$ cat src/rtl/lcd_timing_gen_p.sv
// lcd_timing_gen_p -- parametrised LCD raster timing generator.
// Produces active-low HD/VD syncs, DEN, pixel X/Y coordinates, a Y-valid flag,
// a frame-start pulse and a wrapping frame counter.
// Starting and stopping happen only on frame boundaries.
// The optional DMA line-prefetch pulse (oLineReq/oReqRow) is built only when
// the macro LCD_TG_PREFETCH_EN is defined. Without it both outputs are tied to 0.
// Every output is registered and reflects the counter position of the
// previous cycle, so the latency is one clock.

module lcd_timing_gen_p #(
    parameter int H_ACTIVE = 800,
    parameter int H_FP     = 40,
    parameter int H_SYNC   = 1,
    parameter int H_BP     = 215,
    parameter int V_ACTIVE = 480,
    parameter int V_FP     = 22,
    parameter int V_SYNC   = 1,
    parameter int V_BP     = 22,
    parameter int XW       = 10,
    parameter int YW       = 9,
    parameter int FCW      = 8,
    parameter int PREFETCH = 16
) (
    input  logic           iCLK,
    input  logic           iRST_n,
    input  logic           iEN,
    output logic           oHD,
    output logic           oVD,
    output logic           oDEN,
    output logic [XW-1:0]  oXCoord,
    output logic [YW-1:0]  oYCoord,
    output logic           oYValid,
    output logic           oFrameStart,
    output logic [FCW-1:0] oFrameCnt,
    output logic           oLineReq,
    output logic [YW-1:0]  oReqRow
);

    // ------------------------------------------------------------------
    // Raster geometry
    // ------------------------------------------------------------------
    localparam int H_TOT = H_SYNC + H_BP + H_ACTIVE + H_FP;
    localparam int V_TOT = V_SYNC + V_BP + V_ACTIVE + V_FP;
    localparam int HA0   = H_SYNC + H_BP;          // first visible pixel
    localparam int HA1   = HA0 + H_ACTIVE;         // one past last visible pixel
    localparam int VA0   = V_SYNC + V_BP;          // first visible line
    localparam int VA1   = VA0 + V_ACTIVE;         // one past last visible line

    // Counter widths are sized from the totals, independent of XW/YW.
    localparam int HCW = (H_TOT > 1) ? $clog2(H_TOT) : 1;
    localparam int VCW = (V_TOT > 1) ? $clog2(V_TOT) : 1;

    localparam logic [HCW-1:0] H_LAST = HCW'(H_TOT - 1);
    localparam logic [VCW-1:0] V_LAST = VCW'(V_TOT - 1);

    // ------------------------------------------------------------------
    // Elaboration-time parameter sanity checks
    // ------------------------------------------------------------------
    generate
        if (PREFETCH < 1 || PREFETCH > H_SYNC + H_BP) begin : g_bad_prefetch
            $error("lcd_timing_gen_p: PREFETCH must lie in 1..H_SYNC+H_BP");
        end
        if (H_ACTIVE > (1 << XW)) begin : g_bad_xw
            $error("lcd_timing_gen_p: H_ACTIVE does not fit in XW bits");
        end
        if (V_ACTIVE > (1 << YW)) begin : g_bad_yw
            $error("lcd_timing_gen_p: V_ACTIVE does not fit in YW bits");
        end
    endgenerate

    // ------------------------------------------------------------------
    // State
    // ------------------------------------------------------------------
    typedef enum logic {
        ST_IDLE = 1'b0,
        ST_RUN  = 1'b1
    } state_t;

    state_t         state_reg;
    logic [HCW-1:0] h_reg;
    logic [VCW-1:0] v_reg;

    // Decoded view of the current position (registered into the outputs).
    int              h_pos;
    int              v_pos;
    logic            running;
    logic            h_act;
    logic            v_act;
    logic            hd_next;
    logic            vd_next;
    logic            den_next;
    logic            yvalid_next;
    logic            fs_next;
    logic [XW-1:0]   x_next;
    logic [YW-1:0]   y_next;

    // Decode the present counter position into next-cycle output values.
    // Outside RUN every decode collapses to its reset value.
    always_comb begin
        h_pos       = int'(h_reg);
        v_pos       = int'(v_reg);
        running     = (state_reg == ST_RUN);
        h_act       = (h_pos >= HA0) && (h_pos < HA1);
        v_act       = (v_pos >= VA0) && (v_pos < VA1);
        hd_next     = !(running && (h_pos < H_SYNC));
        vd_next     = !(running && (v_pos < V_SYNC));
        den_next    = running && h_act && v_act;
        yvalid_next = running && v_act;
        fs_next     = running && (h_pos == 0) && (v_pos == 0);
        x_next      = '0;
        y_next      = '0;
        if (running && h_act) begin
            x_next = XW'(h_pos - HA0);
        end
        if (running && v_act) begin
            y_next = YW'(v_pos - VA0);
        end
    end

    // Run/stop FSM, raster counters and the registered panel outputs.
    // A stop request is only honoured on the last pixel of the last line,
    // so a frame in progress always completes.
    always_ff @(posedge iCLK or negedge iRST_n) begin
        if (!iRST_n) begin
            state_reg   <= ST_IDLE;
            h_reg       <= '0;
            v_reg       <= '0;
            oHD         <= 1'b1;
            oVD         <= 1'b1;
            oDEN        <= 1'b0;
            oXCoord     <= '0;
            oYCoord     <= '0;
            oYValid     <= 1'b0;
            oFrameStart <= 1'b0;
            oFrameCnt   <= '0;
        end else begin
            case (state_reg)
                ST_IDLE: begin
                    h_reg <= '0;
                    v_reg <= '0;
                    if (iEN) begin
                        state_reg <= ST_RUN;
                    end
                end
                ST_RUN: begin
                    if (h_reg == H_LAST) begin
                        h_reg <= '0;
                        if (v_reg == V_LAST) begin
                            v_reg <= '0;
                            if (!iEN) begin
                                state_reg <= ST_IDLE;
                            end
                        end else begin
                            v_reg <= v_reg + VCW'(1);
                        end
                    end else begin
                        h_reg <= h_reg + HCW'(1);
                    end
                end
                default: begin
                    state_reg <= ST_IDLE;
                    h_reg     <= '0;
                    v_reg     <= '0;
                end
            endcase

            oHD         <= hd_next;
            oVD         <= vd_next;
            oDEN        <= den_next;
            oXCoord     <= x_next;
            oYCoord     <= y_next;
            oYValid     <= yvalid_next;
            oFrameStart <= fs_next;
            // The frame counter advances together with the frame-start pulse
            // and wraps silently.
            if (fs_next) begin
                oFrameCnt <= oFrameCnt + FCW'(1);
            end
        end
    end

`ifdef LCD_TG_PREFETCH_EN
    // ------------------------------------------------------------------
    // DMA line prefetch: PREFETCH cycles before the first visible pixel of
    // each visible line, pulse oLineReq and publish the row it concerns.
    // ------------------------------------------------------------------
    localparam int H_REQ = HA0 - PREFETCH;

    logic req_next;

    // The request fires only while running and only on visible lines.
    always_comb begin
        req_next = running && (h_pos == H_REQ) && v_act;
    end

    // Register the pulse and hold the row number until the next pulse.
    always_ff @(posedge iCLK or negedge iRST_n) begin
        if (!iRST_n) begin
            oLineReq <= 1'b0;
            oReqRow  <= '0;
        end else begin
            oLineReq <= req_next;
            if (req_next) begin
                oReqRow <= YW'(v_pos - VA0);
            end
        end
    end
`else
    // Prefetch disabled: outputs are constant zero.
    assign oLineReq = 1'b0;
    assign oReqRow  = '0;
`endif

endmodule

$ cat config.mk
export PLATFORM = sky130hd
export DESIGN_NAME = lcd_timing_gen_p
export DESIGN_NICKNAME = d
export VERILOG_FILES = /design/src/rtl/lcd_timing_gen_p.sv
export SDC_FILE = /design/constraint.sdc
export NUM_CORES = 1
export LEC_CHECK = 0
export CORE_MARGIN = 2
export CORE_UTILIZATION = 25
export CTS_CLUSTER_DIAMETER = 60
export DETAILED_ROUTE_END_ITERATION = 6
export GPL_ROUTABILITY_DRIVEN = 0
export GPL_TIMING_DRIVEN = 0
export HOLD_SLACK_MARGIN = 0.1
export PLACE_DENSITY = 0.52
export SLEW_MARGIN = 25
export SYNTH_ARGS = -nofsm -noshare
export SYNTH_HDL_FRONTEND = slang
export SYNTH_SLANG_ARGS = --single-unit
$ cat constraint.sdc
create_clock -name iCLK -period 5.55 [get_ports iCLK]
set_clock_uncertainty 0.1 [all_clocks]
set_input_delay 0.8325 -clock iCLK [delete_from_list [all_inputs] [get_ports iCLK]]
set_output_delay 0.8325 -clock iCLK [all_outputs]
set_load 0.1 [all_outputs]
# Yosys cells after proc, flatten, opt, wreduce, memory -nomap -nowiden
# Index checks and enable logic that the tools add are counted.
# W data, S select, Z words.
# word_totals
register_bits	54
output_inout_bits	42
input_bits	3
wordCells	50
# classes
n_eq_ne	3
n_mux	11
n_lt_le_gt_ge	6
bitwise	1
add_sub_neg	5
n_reduce_logical	13
# ops
operator	count
$mux W10	3
$pmux W11 S2	1
$pmux W10 S2	1
$add A11 B1 Y11 const B	1
$eq A11 B11 Y1 const B	1
$ge A11 B8 Y1 const B	1
$logic_not A11 Y1	1
$lt A11 B1 Y1 const B	1
$lt A11 B10 Y1 const B	1
$mux W11	1
$add A10 B1 Y10 const B	1
$eq A10 B10 Y1 const B	1
$ge A10 B5 Y1 const B	1
$logic_not A10 Y1	1
$lt A10 B1 Y1 const B	1
$lt A10 B9 Y1 const B	1
$sub A10 B8 Y10 const B	1
$logic_and A1 B1 Y1	9
$mux W9	1
$sub A9 B5 Y9 const B	1
$add A8 B1 Y8 const B	1
$mux W1	3
$logic_not A1 Y1	2
$ne A2 B1 Y1 const B	1
other kinds (2)	2

# Logic depth before layout (Yosys ltp)
# Gate-level depths: netlist (run 1).
# depth
depth_word	4
ltp_mapped	7
depth_no_buf	6

# Worst setup path after synthesis (run 1)
# OpenSTA, ideal clock, no wires.
# synth_timing
kind	register -> register
startpoint	register v_reg[0]
endpoint	register oFrameCnt[1]
t_arrival_ns	2.253
setup_time_ns	0.128
required_time_ns	5.322
n_path_buf	1
period_less_slack_ns	2.482
setup_slack_ns	3.068
stages_incl_launch_ff	8
cell_sequence	dfrtp_1 inv_1 ha_1 or4b_2 or4_1 buf_6 nor2_2 mux2_1
# synth_via
elab_chain_len	2
# synth_lines
item	line_no	text
from (decl)	81	logic [VCW-1:0] v_reg;
from (signal assigned)	154	v_reg <= v_reg + VCW'(1);
$logic_not A10 Y1	109	fs_next = running && (h_pos == 0) && (v_pos == 0);
$logic_and A1 B1 Y1	109	
net fs_next	93	logic fs_next;
to (signal assigned)	177	oFrameCnt <= oFrameCnt + FCW'(1);
to (decl)	34	output logic [FCW-1:0] oFrameCnt,
# The timed path passes the listed nets, and every way through them passes these cells.
# A chain may end at the register's enable or synchronous reset.

# Final worst setup path (run 1)
# layout_timing
startpoint	register oHD
endpoint	output oHD
# layout_lines
item	line_no	text
from (decl)	27	output logic oHD,
from (signal assigned)	167	oHD <= hd_next;
# No word-level cell between the ends.

==> summary.txt, run 1 <==
CTS
  • Clock transition at path regs: 0.10 ns
  • Postcts setup bufs: 0
  • Root Driver: clkbuf_8
  • CTS buffer count: 5
  • Sink Count: 54
  • Post-cts repair resize count: 0
  • H-tree levels: 2
  • CTS tree: yes
  • Worst skew pair latency: 0.31 ns
  • Hold_buf cts: 0
  • CTS max path bufs: 2

Yosys
  • XOR/XNOR Fraction of Synth Area: 0.0765
  • Avg Cell Area, Syn: 10.1 sq um
  • Ranking of synthesized cells by area: dfrtp_1 (47%), xnor2_1 (4.5%), nor2_1 (4.1%), ha_1 (3.6%), xor2_1 (3.2%)
  • Top_reg_cell synth: dfrtp_1
  • Syn. warnings: 0
  • Post-synthesis simple-gate area fraction: 0.218
  • Fraction of registers with async set/reset: 1.00
  • Largest family of logic cells by synthesized area: simple AND/OR/NAND/NOR gates
  • Compound-Gate Fraction of Synth Area: 0.0883
  • Synth top area share: 0.474
  • Sequential area share after synthesis: 0.493
  • Post-synth top area cell: dfrtp_1
  • Top-count cell post-synth: dfrtp_1
  • Synth Register Bits: 54
  • Mapped Area: 2750 sq um
  • Portion of netlist area occupied by mux cells: 0.00410
  • Adder-cell share of the synthesized area: 0.0364
  • Gate Count Post-Synth: 273
  • Yosys cell types: 50
  • Post-synth EDFFs: 0
  • Synth top cells by count: dfrtp_1 (52), nor2_1 (30), inv_1 (18), clkbuf_1 (14), xnor2_1 (14)

Setup path
  • Startpoint types: flip-flop
  • Critical Path End: oHD
  • Reg2Reg Depth: 7
  • CP max-delay cell: clkdlybuf4s50_1
  • Crit Path Category: flip-flop to output pin
  • Crit Path Max Fanout: 1
  • CP Data Required Time: 4.62 ns
  • RR Endpoint: oFrameCnt[1]
  • WP depth: 1
  • Crit. Startpoint: oHD
  • R2r setup slk: 2.81 ns
  • Worst-path cell chain: clkdlybuf4s50_1
  • Worst setup EP type: output pin
  • WP data arrival: 1.96 ns
  • Largest delay share family, worst path: buffers and inverters
  • RR Startpoint: v_reg[0]
  • Sum of buffers and inverters on the critical path: 1
  • CP max stage delay: 1.12 ns

STA
  • Min Tclk post-route: 2.89 ns
  • F_max: 0.346 GHz
  • Hold Worst Slack: 0.281 ns
  • Period utilization: 0.521
  • Final Hold Vio Count: 0
  • Worst-Margin Slew: 0.985 ns
  • Setup-failing EPs final: 0
  • Slew HR: 0.341
  • Slew Viols, Final: 0
  • RSZ-0062 raised after global routing: false
  • Setup tns final: 0 ns

Placement
  • Port buffer count: 34
  • Hpwl dp: 4.14 mm

Cells and area
  • Filler cells: 1119
  • Synth-to-layout area growth: 24.2%
  • Utilization after layout: 0.316
  • Nets@finish: 335
  • Antenna cell count: 0
  • Max FFs per register: 11
  • Layout cell share with drive strength beyond 1: 0.120

Floorplan
  • Initial core utilization: 0.255
  • Die Span X: 109 microns
  • Die Span Y: 109 microns
  • Row cnt: 38
  • Core Footprint: 10800 sq um
  • I/O pin count: 45
  • DIE AREA: 11800 sq um

Power and ir drop
  • Leak: 0.00152 uW
  • Pwr/cell area: 195 nW/um^2
  • Peak supply drop: 0.0735 mV

GRT
  • Vias in the first global route: 2059
  • First-pass GRT wire length: 9.67 mm
  • Largest net degree at the start of global routing: 36
  • Tot GR Track Use: 0.104
  • Grt total ovfl: 0
  • Initial antenna violation count: 0

Route
  • Residual DRC count: 0
  • Routed Antenna Nets: 0
  • Vias/cell: 4.49
  • Per-cell routed wire length: 12.2 microns
  • DR pass1 iterations: 5
  • Initial drt markers: 154
  • Final wirelength: 5.69 mm
  • Vias: 2090

Run
  • Max Cap Violations: 0

Run status
  • Status: complete, no violations

Hold path
  • Hold Crit Class: input port to async pin
==> stage by stage <==
stage | power, uW | setup WS [ns] | area, sq um | instances
finish | 666 | 2.66 | 3410 | 465
global route | 698 | 2.61 | 3410 | 465
CTS | 678 | 2.64 | 3410 | 465
detailed placement | 447 | 2.84 | 3310 | 457
global placement | 445 | 1.88 | 3300 | 456
floorplan | 436 | 3.07 | 2780 | 282
==> layer usage <==
metal | GRT usage | vias up | part of all wire
met4 | 0.0531 | 0 | 0.024
met1 | 0.135 | 1015 | 0.48
met3 | 0.0227 | 11 | 0.040
met2 | 0.164 | 48 | 0.46
li1 | - | 1016 | -
met5 | 0 | - | 0
==> worst min-delay path by stage <==
| stage | from | end | slack [ns] | depth (start not counted) |
|---|---|---|---|---|
| after global placement | oFrameCnt[7] | oFrameCnt[7] | 0.36 | 1 |
| after global routing | iRST_n | oXCoord[1] | 0.29 | 1 |
| after floorplan | v_reg[9] | oDEN | 0.39 | 1 |
| after CTS | iRST_n | oXCoord[1] | 0.28 | 1 |
| after detailed placement | oFrameCnt[7] | oFrameCnt[7] | 0.36 | 1 |
| final | iRST_n | oXCoord[1] | 0.28 | 1 |
==> power breakdown <==
group | total (uW) | switching, uW | internal [uW]
Combinational | 45.3 | 37.9 | 7.43
Clock | 228 | 127 | 101
Sequential | 393 | 0 | 393
==> cell usage in the layout (no fill, tap or decap), types with 5 or more instances in the layout <==
master and count:
clkbuf_8 6, xnor2_1 14, o21ai_0 8, conb_1 10
a21o_1 5, nand2_1 8, inv_1 18, xor2_1 10
clkdlybuf4s50_1 33, nor3_1 9, dfrtp_1 52, ha_1 8
buf_4 11, nand3_1 12, nand4_1 10, nor2_1 30
clkbuf_1 15, a21oi_1 6
==> cells by family after synthesis <==
family	Yosys count
DFF	54
adders and majority gates	8
and+or+nand+nor	104
muxes	1
AOI/OAI and AO/OA	35
buffers and inverters	46
xor gates and xnor gates	24
other	1
==> final cells by class <==
class	instances	area, sq um	share of cell area
multi-input cells	182	1210	0.354
flip-flops and latches	54	1350	0.397
well taps	140	175	0.0513
clock inverters	1	5.00	0.00147
repair buffers	35	358	0.105
clock buffers	7	86.3	0.0253
plain buffers	28	160	0.0469
inverters	18	67.6	0.0198
No activity file was read; power rests on OpenSTA's default activity.
==> inputs of run 2 (changes only) <==
==> constraint.sdc (replaced) <==
create_clock -name iCLK -period 2.7 [get_ports iCLK]
set_clock_uncertainty 0.1 [all_clocks]
set_input_delay 0.405 -clock iCLK [delete_from_list [all_inputs] [get_ports iCLK]]
set_output_delay 0.405 -clock iCLK [all_outputs]
set_load 0.1 [all_outputs]
==> summary.txt, run 2 (synthesized netlist as in run 1, its figures left out) <==
Run status
  • Status: complete, no violations

Floorplan
  • Die Span X: 109 microns (unchanged)
  • Row cnt: 38 (unchanged)
  • DIE AREA: 11800 sq um (unchanged)
  • Initial core utilization: 0.255 (unchanged)
  • Die Span Y: 109 microns (unchanged)
  • I/O pin count: 45 (unchanged)
  • Core Footprint: 10800 sq um (unchanged)

Placement
  • Placed cell count: 457 (unchanged)
  • Post-DP Area: 3310 sq um (unchanged)
  • Hpwl dp: 4.14 mm (unchanged)
  • Port buffer count: 34 (unchanged)

Power and ir drop
  • Pwr/cell area: 398 nW/um^2 (+100%)
  • Peak supply drop: 0.151 mV (+110%)
  • Leak: 0.00153 uW (+0.82%)
  • Total power: 1370 uW (+110%)

CTS
  • CTS tree: yes
  • Root Driver: clkbuf_8
  • Clock transition at path regs: 0.10 ns (about the same)
  • Worst skew pair latency: 0.31 ns (about the same)
  • CTS buffer count: 5 (unchanged)
  • CTS max path bufs: 2 (unchanged)
  • Sink Count: 54 (unchanged)
  • H-tree levels: 2 (unchanged)

Setup path
  • Reg2Reg Depth: 7 (unchanged)
  • RR Endpoint: oFrameCnt[1]
  • RR Startpoint: v_reg[0]
  • CP max-delay cell: or4b_2
  • Startpoint types: flip-flop
  • Sum of buffers and inverters on the critical path: 2 (+1)
  • Worst-path cell chain: inv_1 -> ha_2 -> or4b_2 -> or4_4 -> buf_6 -> nor2_2 -> mux2_1
  • CP max stage delay: 0.59 ns (-0.53 ns)
  • Worst setup EP type: flip-flop
  • Crit Path Max Fanout: 7 (+6)
  • R2r setup slk: 0.09 ns (-2.72 ns)
  • Crit. Startpoint: v_reg[0]
  • WP data arrival: 2.70 ns (+0.74 ns)
  • Crit Path Category: flip-flop to flip-flop
  • Largest delay share family, worst path: simple AND/OR/NAND/NOR gates
  • CP Data Required Time: 2.79 ns (-1.83 ns)

Cells and area
  • Commonest non-fill, non-tap cell in the layout: dfrtp_1
  • Most frequent cells in the layout: dfrtp_1 (50), clkdlybuf4s50_1 (33), nor2_1 (30)
  • Utilization after layout: 0.319 (+0.00313)
  • Layout cell share with drive strength beyond 1: 0.137 (+0.0172)
  • Post-route insts no fill: 468 (+0.65%)
  • Design Area, Final: 3450 sq um (+0.99%)
  • Antenna cell count: 0 (unchanged)
  • Synth-to-layout area growth: 25.5%
  • Nets@finish: 338 (+0.90%)
  • Max FFs per register: 11 (unchanged)

Route
  • Routed Antenna Nets: 0 (unchanged)
  • Per-cell routed wire length: 12.1 microns (-0.68%)
  • Vias/cell: 4.48 (-0.26%)
  • Initial drt markers: 140 (-9.1%)
  • Vias: 2098 (+0.38%)
  • Final wirelength: 5.68 mm (about the same)
  • DR pass1 iterations: 4 (-1)
  • Residual DRC count: 0 (unchanged)

STA
  • Slew HR: 0.341 (unchanged)
  • Period utilization: 0.966
  • Min Tclk post-route: 2.61 ns
  • RSZ-0062 raised after global routing: false
  • Final Hold Vio Count: 0 (unchanged)
  • F_max: 0.383 GHz
  • Slew Viols, Final: 0 (unchanged)
  • Worst-Margin Slew: 0.985 ns (unchanged)
  • Setup-failing EPs final: 0 (unchanged)

Hold path
  • Hold Crit Class: flip-flop to flip-flop
  • Min-delay src: oFrameCnt[7]
  • Hold depth: 1
  • Worst Hold End: oFrameCnt[7]

GRT
  • Largest net degree at the start of global routing: 36 (unchanged)
  • Initial antenna violation count: 0 (unchanged)
  • Grt total ovfl: 0 (unchanged)
  • First-pass GRT wire length: 9.66 mm (-0.13%)
  • Vias in the first global route: 2062 (+0.15%)
  • Tot GR Track Use: 0.104 (-0.000126)

Run
  • Max Cap Violations: 0 (unchanged)
-- run 2: repair_timing --
| action | in CTS | in global routing |
|---|---|---|
| endpoints found under the hold margin | 18 | 0 |
| hold buffers | 1 | 0 |
| endpoints found under the setup margin | 6 | 3 |
| buffers inserted | 0 | 2 |
| resized for setup | 2 | 3 |
-- run 2: worst max path at each step --
stage	slack (ns)	to	depth (start not counted)
final	0.09	oFrameCnt[1]	7
after global placement	-0.54	oYCoord[6]	1
after CTS	0.006	oFrameCnt[1]	7
after global routing	0.02	oFrameCnt[1]	6
after floorplan	0.22	oFrameCnt[1]	7
after detailed placement	-0.01	oYCoord[3]	6
-- run 2: routing by layer --
layer,GRT usage,routed length [microns],vias to the layer above
met5,0,0,-
met4,0.0531,141,0
met3,0.0227,219,11
met2,0.164,2630,48
met1,0.134,2690,1016
li1,-,-,1023
-- run 2: layout make-up --
cell class | instances | area (sq um)
inverter | 18 | 67.6
clock inverter | 1 | 5.00
timing repair buffer | 38 | 383
sequential | 54 | 1360
tap | 140 | 175
buffer | 28 | 160
fill | 1116 | 7350
clock buffer | 7 | 86.3
multi-input combinational | 182 | 1210
-- run 2: report_power, final --
| group | internal, uW | switching [uW] |
|---|---|---|
| Combinational | 16.2 | 77.9 |
| Sequential | 808 | 0 |
| Clock | 208 | 261 |
| Total | 1030 | 339 |
-- run 2: worst reg2reg max path, cell delays in order, from the launching register on --
cell and delay, ns:
dfrtp_2 0.44, inv_1 0.09, ha_2 0.20, or4b_2 0.59, or4_4 0.44, buf_6 0.16, nor2_2 0.14, mux2_1 0.34
-- run 2: stage by stage --
stage                     hold WS, ns  worst slack [ns]  setup TNS (ns)
after global placement          0.360            -0.541          -27.90
after floorplan               0.00941             0.218               0
after CTS                       0.382           0.00561               0
after global routing            0.402            0.0163               0
final                           0.375            0.0912               0
after detailed placement        0.206           -0.0125         -0.0125
==> inputs of run 3 (changes only) <==
--- a/config.mk
+++ b/config.mk
@@ -5,14 +5,16 @@
 export SDC_FILE = /design/constraint.sdc
 export NUM_CORES = 1
 export LEC_CHECK = 0
+export ABC_AREA = 1
 export CORE_MARGIN = 2
-export CORE_UTILIZATION = 25
+export CORE_UTILIZATION = 50
 export CTS_CLUSTER_DIAMETER = 60
 export DETAILED_ROUTE_END_ITERATION = 6
 export GPL_ROUTABILITY_DRIVEN = 0
 export GPL_TIMING_DRIVEN = 0
 export HOLD_SLACK_MARGIN = 0.1
-export PLACE_DENSITY = 0.52
+export MAX_ROUTING_LAYER = met4
+export PLACE_DENSITY = 0.82
 export SLEW_MARGIN = 25
 export SYNTH_ARGS = -nofsm -noshare
 export SYNTH_HDL_FRONTEND = slang
==> summary.txt, run 3 <==
Setup path
  • WP depth: 1 (-6)
  • Crit Path Max Fanout: 1 (-6)
  • Reg2Reg Depth: 8 (+1)
  • Sum of buffers and inverters on the critical path: 1 (-1)
  • WP data arrival: 1.95 ns (-0.75 ns)
  • CP max stage delay: 1.12 ns (+0.53 ns)
  • CP Data Required Time: 2.19 ns (-0.60 ns)
  • Crit Path Category: flip-flop to output pin
  • Largest delay share family, worst path: buffers and inverters
  • Worst-path cell chain: clkdlybuf4s50_1
  • Worst setup EP type: output pin
  • Startpoint types: flip-flop
  • CP max-delay cell: clkdlybuf4s50_1

GRT
  • Initial antenna violation count: 0 (unchanged)
  • First-pass GRT wire length: 11.5 mm (+19%)
  • Largest net degree at the start of global routing: 55 (+53%)
  • Grt total ovfl: 0 (unchanged)
  • Tot GR Track Use: 0.203 (+0.0992)
  • Vias in the first global route: 2520 (+22%)

Cells and area
  • Design Area, Final: 3790 sq um (+9.9%)
  • Synth-to-layout area growth: 18.5%
  • Layout cell share with drive strength beyond 1: 0.167 (+0.0298)
  • Most frequent cells in the layout: nand2_1 (114), nor2_1 (55), dfrtp_1 (52)
  • Nets@finish: 466 (+38%)
  • Max FFs per register: 11 (unchanged)
  • FF+latch area: 1350 sq um (-0.18%)
  • Commonest non-fill, non-tap cell in the layout: nand2_1
  • Antenna cell count: 0 (unchanged)
  • Multi-input logic area: 1550 sq um (+28%)
  • Filler cells: 521 (-53%)

Hold path
  • Hold depth: 2 (+1)
  • Hold Crit Class: flip-flop to flip-flop

STA
  • Hold Worst Slack: 0.461 ns (+0.0860 ns)
  • Slew HR: 0.342 (+0.00121)
  • F_max: 0.407 GHz (+6.1%)
  • Min Tclk post-route: 2.46 ns (-0.149 ns)
  • Setup tns final: 0 ns (unchanged)
  • Period utilization: 0.911 (-0.0552)
  • Final Hold Vio Count: 0 (unchanged)
  • RSZ-0062 raised after global routing: false
  • Slew Viols, Final: 0 (unchanged)
  • Worst-Margin Slew: 0.983 ns (-0.00180 ns)
  • Setup-failing EPs final: 0 (unchanged)

Floorplan
  • Die Span Y: 84.0 microns (-23%)
  • I/O pin count: 45 (unchanged)
  • Die Span X: 84.0 microns (-23%)
  • Row cnt: 29 (-24%)
  • DIE AREA: 7050 sq um (-40%)
  • Initial core utilization: 0.510 (+0.255)
  • Core Footprint: 6280 sq um (-42%)

Route
  • DR pass1 iterations: 6 (+2)
  • Vias: 2646 (+26%)
  • Routed Antenna Nets: 0 (unchanged)
  • Vias/cell: 4.97 (+11%)
  • Final wirelength: 6.55 mm (+15%)
  • Initial drt markers: 245 (+75%)
  • Per-cell routed wire length: 12.3 microns (+1.4%)
  • Residual DRC count: 0 (unchanged)

Yosys
  • Syn. warnings: 0 (unchanged)
  • Synth Register Bits: 54 (unchanged)
  • Avg Cell Area, Syn: 7.92 sq um (-21%)
  • Top_reg_cell synth: dfrtp_1
  • Sequential area share after synthesis: 0.423 (-0.0696)
  • Ranking of synthesized cells by area: dfrtp_1 (41%), nand2_1 (13%), nor2_1 (6.5%), inv_1 (4.6%), xor2_1 (3.8%)
  • Post-synth EDFFs: 0 (unchanged)
  • Post-synth top area cell: dfrtp_1
  • Mapped Area: 3200 sq um (+16%)
  • Synth top area share: 0.407 (-0.0669)
  • Top-count cell post-synth: nand2_1
  • Synth top cells by count: nand2_1 (114), nor2_1 (55), dfrtp_1 (52), inv_1 (39), nand3_1 (21)
  • Fraction of registers with async set/reset: 1.00 (unchanged)
  • Gate Count Post-Synth: 404 (+48%)
  • Yosys cell types: 32 (-36%)

CTS
  • Sink Count: 54 (unchanged)
  • CTS tree: yes
  • Post-cts repair resize count: 0 (-2)
  • Clock transition at path regs: 0.09 ns (about the same)
  • CTS max path bufs: 2 (unchanged)
  • H-tree levels: 2 (unchanged)
  • Root Driver: clkbuf_8
  • Worst skew pair latency: 0.30 ns (about the same)
  • CTS buffer count: 5 (unchanged)

Run status
  • Status: complete, no violations

Power and ir drop
  • Leak: 0.00199 uW (+30%)
  • Total power: 1450 uW (+5.7%)
  • Peak supply drop: 0.256 mV (+70%)
  • Pwr/cell area: 382 nW/um^2 (-3.9%)

Placement
  • Post-DP Area: 3670 sq um (+11%)
  • Hpwl dp: 4.87 mm (+18%)
  • Port buffer count: 34 (unchanged)

Run
  • Max Cap Violations: 0 (unchanged)
run 3: changes by cell type in the layout (fill, tap and decap cells not counted), sizes merged, moves of 6 or more:
| cell | previous run | this run |
|---|---|---|
| nand2 | 8 | 124 |
| nor2 | 31 | 76 |
| inv | 18 | 50 |
| clkbuf | 21 | 6 |
| nand3 | 12 | 26 |
| xnor2 | 14 | 0 |
| nor4 | 7 | 0 |
| a21oi | 6 | 0 |
| o21bai | 0 | 6 |
run 3: final cells by class:
cell class                 count  share of cell area
buffer                        16              0.0343
clock buffer                   6              0.0218
clock inverter                 1             0.00792
inverter                      51              0.0522
multi-input combinational    292               0.409
sequential                    54               0.357
tap                           77              0.0254
timing repair buffer          35              0.0918
run 3: routing by layer:
metal,wire (microns),global-route usage,vias up
met5,0,-,-
met3,366,0.0287,9
met1,2900,0.263,1213
met2,3190,0.334,85
met4,90,0.0616,0
li1,-,-,1339
run 3: cells by family after synthesis:
family / after synthesis / share of synthesized area
and+or+nand+nor: 246 / 0.375
DFF: 54 / 0.423
buffers and inverters: 67 / 0.102
adders and majority gates: 8 / 0.0313
xor gates and xnor gates: 14 / 0.0383
AOI/OAI and AO/OA: 14 / 0.0285
other: 1 / 0.00117
run 3: per-stage QoR:
stage	utilization	cells	setup slack (ns)
floorplan	-	413	0.830
global placement	0.585	524	-0.394
detailed placement	0.584	524	0.573
CTS	0.604	532	0.234
global route	0.604	532	0.209
finish	0.604	532	0.240
run 3: final timing paths:
kind	endpoint	startpoint	slack, ns
worst min register to register	oFrameCnt[1]	oFrameCnt[1]	0.46
max in group asynchronous	v_reg[6]	iRST_n	1.48
worst min-delay path	oFrameCnt[1]	oFrameCnt[1]	0.46
worst max register to register	oFrameCnt[4]	v_reg[0]	0.92
min in group asynchronous	oYCoord[6]	iRST_n	0.56
worst max-delay path	oHD	oHD	0.24
run 3: what timing repair did:
item,in CTS,in global routing
setup buffers,0,0
hold endpoints to repair,52,0
hold buffers,1,0
run 3: report_power, final:
group	switching, uW	leakage (uW)	total, uW	internal (uW)
Clock	253	0.0000573	550	297
Combinational	76.8	0.00121	90.0	13.2
Sequential	0	0.000723	808	808
